### src/rtl/quad_encoder_gen_pkg.sv
// Shared quadrature encoder definitions, used by both the generator and the decoder.
package quad_encoder_gen_pkg;

  localparam logic [31:0] QUAD_STOP_TIME = 32'hFFFF_FFFF;

  typedef enum logic [1:0] {
    Q00 = 2'b00,
    Q10 = 2'b10,
    Q11 = 2'b11,
    Q01 = 2'b01
  } quad_state_t;

  // Forward walks 00->10->11->01->00; reverse walks the same ring backwards.
  function automatic quad_state_t quad_next(input quad_state_t cur, input logic forward);
    quad_state_t nxt;
    case (cur)
      Q00:     nxt = forward ? Q10 : Q01;
      Q10:     nxt = forward ? Q11 : Q00;
      Q11:     nxt = forward ? Q01 : Q10;
      Q01:     nxt = forward ? Q00 : Q11;
      default: nxt = Q00;
    endcase
    return nxt;
  endfunction

endpackage

### src/rtl/quad_encoder_gen_us_strobe_gen.sv
// Free-running microsecond prescaler: one-cycle strobe every TICKS_PER_MICROSECOND clocks.
module us_strobe_gen #(
  parameter int TICKS_PER_MICROSECOND = 50
) (
  input  logic clk,
  input  logic reset,
  output logic us_strobe
);

  localparam int CW = (TICKS_PER_MICROSECOND > 1) ? $clog2(TICKS_PER_MICROSECOND) : 1;
  localparam logic [CW-1:0] LAST = CW'(TICKS_PER_MICROSECOND - 1);

  logic [CW-1:0] count;

  always_ff @(posedge clk) begin
    if (reset) begin
      count <= '0;
    end else if (count == LAST) begin
      count <= '0;
    end else begin
      count <= count + 1'b1;
    end
  end

  assign us_strobe = (count == LAST);

endmodule

### src/rtl/quad_encoder_gen.sv
// Quadrature encoder signal generator: emits A/B edges at a commanded microsecond period
// and direction, tracking the signed edge count.
module quad_encoder_gen
  import quad_encoder_gen_pkg::*;
#(
  parameter int          TICKS_PER_MICROSECOND = 50,
  parameter logic [31:0] STOP_TIME             = QUAD_STOP_TIME
) (
  input  logic        clk,
  input  logic        reset,
  input  logic        cmd_valid,
  output logic        cmd_ready,
  input  logic [31:0] cmd_time_per_tick,
  input  logic        cmd_sign,
  output logic        enc_a,
  output logic        enc_b,
  output logic        state_change,
  output logic [31:0] position
);

  logic        us_strobe;
  logic        pending_valid;
  logic [31:0] pending_period;
  logic        pending_sign;
  logic [31:0] active_period;
  logic        active_sign;
  logic [31:0] elapsed;
  quad_state_t quad;
  quad_state_t quad_nxt;
  logic [31:0] position_nxt;
  logic        running;
  logic        edge_due;
  logic        cmd_accept;
  logic        apply_now;

  us_strobe_gen #(
    .TICKS_PER_MICROSECOND(TICKS_PER_MICROSECOND)
  ) u_us_strobe_gen (
    .clk      (clk),
    .reset    (reset),
    .us_strobe(us_strobe)
  );

  assign running    = (active_period != 32'd0) && (active_period != STOP_TIME);
  assign edge_due   = running && us_strobe && (elapsed == active_period - 32'd1);
  assign cmd_accept = cmd_valid && !pending_valid;
  // While running, a new command only takes over on an edge so intervals never mix periods.
  assign apply_now  = pending_valid && (!running || edge_due);

  assign cmd_ready = !pending_valid;
  assign enc_a     = quad[1];
  assign enc_b     = quad[0];

  always_comb begin
    quad_nxt     = quad_next(quad, active_sign);
    position_nxt = active_sign ? position + 32'd1 : position - 32'd1;
  end

  always_ff @(posedge clk) begin
    if (reset) begin
      pending_valid  <= 1'b0;
      pending_period <= '0;
      pending_sign   <= 1'b1;
    end else if (cmd_accept) begin
      pending_valid  <= 1'b1;
      pending_period <= cmd_time_per_tick;
      pending_sign   <= cmd_sign;
    end else if (apply_now) begin
      pending_valid  <= 1'b0;
    end
  end

  always_ff @(posedge clk) begin
    if (reset) begin
      active_period <= STOP_TIME;
      active_sign   <= 1'b1;
      elapsed       <= '0;
      quad          <= Q00;
      position      <= '0;
      state_change  <= 1'b0;
    end else begin
      state_change <= 1'b0;
      if (apply_now) begin
        active_period <= pending_period;
        active_sign   <= pending_sign;
      end
      if (edge_due) begin
        quad         <= quad_nxt;
        position     <= position_nxt;
        state_change <= 1'b1;
        elapsed      <= '0;
      end else if (apply_now) begin
        elapsed <= '0;
      end else if (running && us_strobe) begin
        elapsed <= elapsed + 32'd1;
      end
    end
  end

endmodule

### config.mk
export PLATFORM = sky130hd
export DESIGN_NAME = quad_encoder_gen
export DESIGN_NICKNAME = d
export VERILOG_FILES = /design/src/rtl/quad_encoder_gen_pkg.sv /design/src/rtl/quad_encoder_gen_us_strobe_gen.sv /design/src/rtl/quad_encoder_gen.sv
export SDC_FILE = /design/constraint.sdc
export NUM_CORES = 1
export LEC_CHECK = 0
export CAP_MARGIN = 20
export CORE_MARGIN = 3
export CORE_UTILIZATION = 45
export CTS_CLUSTER_SIZE = 12
export DETAILED_ROUTE_END_ITERATION = 12
export HOLD_SLACK_MARGIN = 0.06
export PLACE_DENSITY_LB_ADDON = 0.25
export SYNTH_ARGS = -nofsm -noshare
export SYNTH_HDL_FRONTEND = slang
export SYNTH_HIERARCHICAL = 1
export SYNTH_SLANG_ARGS = --single-unit
### constraint.sdc
create_clock -name clk -period 3.4 [get_ports clk]
set_input_delay 0.51 -clock clk [delete_from_list [all_inputs] [get_ports clk]]
set_output_delay 0.51 -clock clk [all_outputs]
set_load 0.01 [all_outputs]
-- After elaboration in Yosys (flattened, before gate mapping)
Index checks and enable logic that the tools add are counted.
- output and inout bits: 36
- flip-flop bits (word level): 140
- word-level logic and storage cells: 43
- input port bits: 36
- equal/unequal tests: 6
- reduce and logical (&&, ||, !) cells: 13
- add/subtract/negate cells: 5
- mux-type cells: 9
- operators with widths (operator ; number):
    adder 32 x 1 -> 32 bit, second input constant ; 2
    subtractor 32 x 1 -> 32 bit, second input constant ; 2
    == test 32 bit ; 1
    two-way mux 32 bit ; 1
    inequality test 32 bit, second input constant ; 1
    nonzero test 32 bit ; 1
    two-way mux 2 bit ; 4
    one-hot mux 2 bit (4 select lines) ; 1
    adder 6 x 1 -> 6 bit, second input constant ; 1
    == test 6 bit, second input constant ; 1
    logical AND 1 bit ; 5
    == test 2 bit, second input constant ; 2
    two-way mux 1 bit ; 3
    OR reduction 3 bit ; 1
    == test 2 x 1 -> 1 bit, second input constant ; 1
    zero test 1 bit ; 2
    zero test 2 bit ; 1
    nonzero test 2 bit ; 1
    OR reduction 2 bit ; 1
    logical OR 1 bit ; 1

-- Longest topological paths before layout
- word-level depth: 8
- mapped depth: 15
- depth with buffers taken out: 11

-- By module
The synthesis kept the hierarchy.
- modules (own cells, without submodules) (module ; cells each ; instances ; area an instance (µm²)):
    quad_encoder_gen ; 1062 ; 1 ; 8174.1
    us_strobe_gen ; 27 ; 1 ; 255.2

-- Worst setup path before layout
Ideal clock, no wire load.
- path type: register to register
- start point: register active_period[0]
- end point: register position[24]
- arrival: 3.503 ns
- stages on the path, launching flop included: 16
- slack: -0.235 ns
- period minus slack after synthesis: 3.635 ns
- path buffers: 4
- cells stage by stage: dfxtp_1 -> inv_1 -> ha_1 -> or4b_1 -> buf_2 -> or3_4 -> a2111oi_4 -> nand3_1 -> nor4_1 -> or4b_1 -> buf_2 -> or2_1 -> buf_6 -> buf_2 -> nand3_1 -> o41ai_2
- word-level cells in the longest chain between the ends: 4
- elaborated cells on any way between the ends: 7
- classes of those cells: add/sub (1); eq/ne (2); reduce/logical (4)
- RTL lines (item ; RTL line ; text):
    start: declaration ; quad_encoder_gen.sv:25 ; logic [31:0] active_period;
    start signal: assignment ; quad_encoder_gen.sv:84 ; active_period <= pending_period;
    parallel branches: the longest is 3 deep, another holds subtractor 32 x 1 -> 32 bit ; -- ;
    logical AND 1 bit * ; quad_encoder_gen.sv:45 ; assign edge_due = running && us_strobe && (elapsed == active_period - 32'd1);
    end signal: assignment ; quad_encoder_gen.sv:89 ; position <= position_nxt;
    end: declaration ; quad_encoder_gen.sv:18 ; output logic [31:0] position
Every way passes the cells marked *.
A chain may end at the register's enable or synchronous reset.

-- Worst setup path in the final report
- start point: register active_period[25]
- end point: register position[29]
Same word-level chain as after synthesis.

==> results.md <==
- The first-pass detailed-route iteration total is 6.
- After detailed routing, the number of remaining DRC violations is 0.
- Counting flops with a built-in enable in the synthesized netlist gives 0.
- Measured along the x axis, the die boundary spans around 140 um.
- The worst-case clock skew is 11.9 ps.
- STA classifies the critical path startpoint as a flip-flop.
- The number of antenna violations at the first check in global routing is 0.
- In the post-route analysis, the smallest setup slack over all paths is -81.2 ps.
- The die covers 20400 um^2.
- Entering global routing, the biggest net connects 54 pins.
- Data on the critical path is required at its endpoint by 3770 ps.
- The first-pass GRT wire length is 39900 um.
- The total count of hold-check failures in the final report was 0.
- The clock sink count is between 100 and 150.
- Ranked by total cell area, the synthesized netlist is headed by dfxtp_1 33%, nand2_1 6.9%, a21oi_1 5.8%.
- The post-synthesis async set-or-reset flop share is 0%.
- The final critical-path required period is 3480 ps.
- Of the synthesized area, sequential elements account for between 30 and 40%.
- The detail route stage leaves a number of antenna-violating nets equal to 0.
- The synthesized design contains 140 register bits.
- During I/O placement, the number of pins put on the boundary was about 70.
- The leftover overflow at the end of global routing is 0.
- The peak clock frequency supported by timing is 287 MHz.
- The number of buffers added on ports is 71.
- For this run, the post-layout net count is 1297.
- The signal arrival time at the worst endpoint is 3850 ps.
- The sequential cell area is about 2800 um^2.
- The standard-cell row count is 49.
- The synthesized area per cell is 7.74 um^2.
- The worst setup path is captured at a flip-flop.
- The pin slew with the least headroom to its limit is 760 ps.
- The number of nets in the synthesized netlist is between 1k and 1.5k.
- The count of placed standard cells in the final layout, fillers left out is about 1.5k.
- For this configuration, the core starts out at a cell density of 46.3%.
- The total count of max-transition violations in the final report was 0.
- The area added between synthesis and finish is 31.5%.
- The synthesis warning total is 6.
- In this run the worst hold path is classified as input pin to flip-flop.
- The vias per cell is around 5.7.
- In this run the worst path has a maximum fanout of 8.
- The worst IR drop on VDD is 0.374 mV.
- The tightest hold path in the finished design has a slack of 448 ps.
- The clock-pin slew on the worst setup and hold paths is 70 ps.
- The total half-perimeter wirelength after legalization and detailed placement is 17200 um.
- The flow ran to the end, but the final reports show violations.
- Global routing used a little under a quarter of the available tracks.
- Summed over all failing endpoints, the final setup total negative slack is -699 ps.
- Of all cell types, the one taking the most synthesized area is dfxtp_1.
- In this run the number of H-tree levels came out at 4.
- The worst setup path category is flip-flop to flip-flop.
- The final-report setup violation count is 29.
- The share of Yosys cell area claimed by the top area cell type is 33.2%.
- The number of placed instances, taps included, is 1419.
- Counting the buffers created by CTS gives 17.
- The routed design has 24600 um of wire.
- The area used by multi-input combinational logic is about 5600 um^2.
- The normalized max-slew margin is 49.3%.
- Power spread over the standard cell area amounts to ~430 nW/um^2.
- The number of hold buffers added after CTS is 0.
- The clock network latency to the later pin of the worst-skew pair is 430 ps.
- After floorplanning, the core was sized to cover 18200 um^2.
- The number of antenna diodes in the final layout is 0.
- The worst path uses 102% of the clock period.
- The static leakage is 0.00438 uW.
- Max-cap violations in this run came to 0.
- Setup repair after global routing could not meet its margin everywhere.
- The detailed router finished its first iteration with 625 violations.
- The final reports fail on negative setup slack.
- For this run, the share of the core covered by cells in the final layout is 60.9%.
- Fill cells in the final layout number 1616.
- The buffer cell driving the clock tree root is clkbuf_16.
- The detail-routed net length per standard cell is 16.7 um.
- The routed layout has 8430 vias.
- Summing every instance area after synthesis gives 8430 um^2.
- The most used flip-flop cell after synthesis is dfxtp_1.
- The via count of the first global-routing pass is between 8k and 9k.
- The congestion estimate from routability-driven global placement came to 0.959.
- Of the cells placed in the final design, the portion with a size suffix greater than 1 is 18.7%.
- Synthesis instantiated 67 different standard cells from the library.
- The post-synthesis instance total is 1089.
- TritonCTS built the clock tree.
- The die boundary height is 143 um.
- Counting along the longest clock path gives a buffer depth of 2.
power breakdown:
| part | switching [uW] | leakage, uW | internal (uW) |
|---|---|---|---|
| logic | 698 | 0.00296 | 444 |
| clock network | 837 | 0.000287 | 1050 |
| registers | 65.6 | 0.00114 | 1730 |
| total | 1600 | 0.00438 | 3220 |
critical path, cell delays in order (launching register included):
cell and delay (ps):
dfxtp_1 320, or4_4 550, buf_6 140, xor2_1 140
nand2_1 70, or4_4 520, a211o_1 310, or4b_4 530
or2_4 350, buf_6 160, nand4b_1 180, o21ai_1 150
flip-flops by register name, summed over array words and instances, names as in the netlist:
name                   flops
active_period             32
active_sign                1
elapsed                   32
pending_period            32
pending_sign               1
pending_valid              1
position                  32
quad                       2
state_change               1
u_us_strobe_gen/count      6
final timing paths:
check                     startpoint                 end  depth (start not counted)  slack (ps)
setup / recovery   active_period[25]        position[29]                         11         -80
hold / removal                 reset  pending_period[20]                          2         450
setup reg to reg   active_period[25]        position[29]                         11         -80
hold reg to reg   pending_period[31]  pending_period[31]                          2         460
kinds of logic (layout without fill, tap and decap cells):
logic type / count (synthesis) / in the layout / synth area share [%]
compound gates: 255 / 255 / 18.7
xor+xnor: 95 / 95 / 9.87
mux: 9 / 9 / 1.16
fa+ha+maj: 36 / 36 / 5.43
buf+inv: 83 / 232 / 4.10
flops: 140 / 140 / 33.2
simple gates: 471 / 471 / 27.5
routing by layer:
layer | GRT usage, % | vias to the layer above | wire [um]
met5 | 0 | - | 0
met2 | 40.5 | 220 | 11900
li1 | - | 4180 | -
met4 | 6.50 | 0 | 467
met1 | 30.9 | 3987 | 11000
met3 | 5.29 | 43 | 1270
stage by stage:
| step | worst slack, ps | instance area [um^2] | total power [uW] |
|---|---|---|---|
| floorplan | -44.4 | 8490 | 2510 |
| CTS | -46.8 | 10800 | 4810 |
| global placement | -87.8 | 9950 | 2890 |
| detailed placement | -126 | 9950 | 2900 |
| global route | -177 | 11100 | 5050 |
| finish | -81.2 | 11100 | 4820 |
Yosys cell counts (3+ instances only):
cell / number
xnor2_1: 48
a31oi_1: 8
o21bai_1: 4
mux2i_1: 3
nand2_1: 156
or3_1: 7
a21oi_1: 98
inv_1: 15
a21o_1: 25
nor4_1: 15
buf_1: 7
or4_4: 3
or2_2: 3
nand4_1: 34
nor3_1: 17
a2111o_1: 3
o21a_1: 10
or4_1: 6
o22ai_1: 3
ha_1: 35
and3_1: 9
nor2b_1: 10
o21ai_0: 61
clkbuf_1: 44
a211oi_1: 6
o211ai_1: 8
mux2_2: 5
nand3b_1: 3
nor2_1: 85
and4_1: 9
buf_2: 15
xor2_1: 47
nand3_1: 91
nor4b_1: 6
dfxtp_1: 140
nand2b_1: 3
a211o_1: 6
placed cells by master (no fill, tap or decap), types with 6 or more instances in the layout:
| cell | n |
|---|---|
| buf_4 | 93 |
| nand3_1 | 85 |
| nand3_2 | 6 |
| clkdlybuf4s50_1 | 70 |
| nor3_1 | 15 |
| nor2_1 | 82 |
| nor4_1 | 12 |
| a31oi_1 | 7 |
| a211oi_1 | 6 |
| nor2b_1 | 9 |
| o211ai_1 | 8 |
| nand4_1 | 34 |
| a21o_1 | 25 |
| o21a_1 | 10 |
| buf_6 | 12 |
| xnor2_1 | 48 |
| or3_1 | 6 |
| inv_1 | 12 |
| clkbuf_16 | 18 |
| o21ai_0 | 58 |
| a211o_1 | 6 |
| and3_1 | 9 |
| ha_1 | 34 |
| nand2_1 | 141 |
| and4_1 | 9 |
| dfxtp_1 | 136 |
| a21oi_1 | 86 |
| nand2_2 | 10 |
| xor2_1 | 47 |
| a21oi_2 | 13 |
timing repair:
item	CTS	global route
pin swaps	6	20
setup buffers	9	4
resized for setup	16	77
gates cloned	3	1
setup endpoints to repair	64	100
layout make-up:
class / count / share of cell area [%]
Clock buffer: 17 / 3.84
Clock inverter: 15 / 1.56
Inverter: 15 / 0.508
Multi-Input combinational cell: 866 / 50.6
Sequential cell: 140 / 25.3
Tap cell: 229 / 2.58
Timing Repair Buffer: 185 / 15.6
Power figures use the tool's default switching activity.
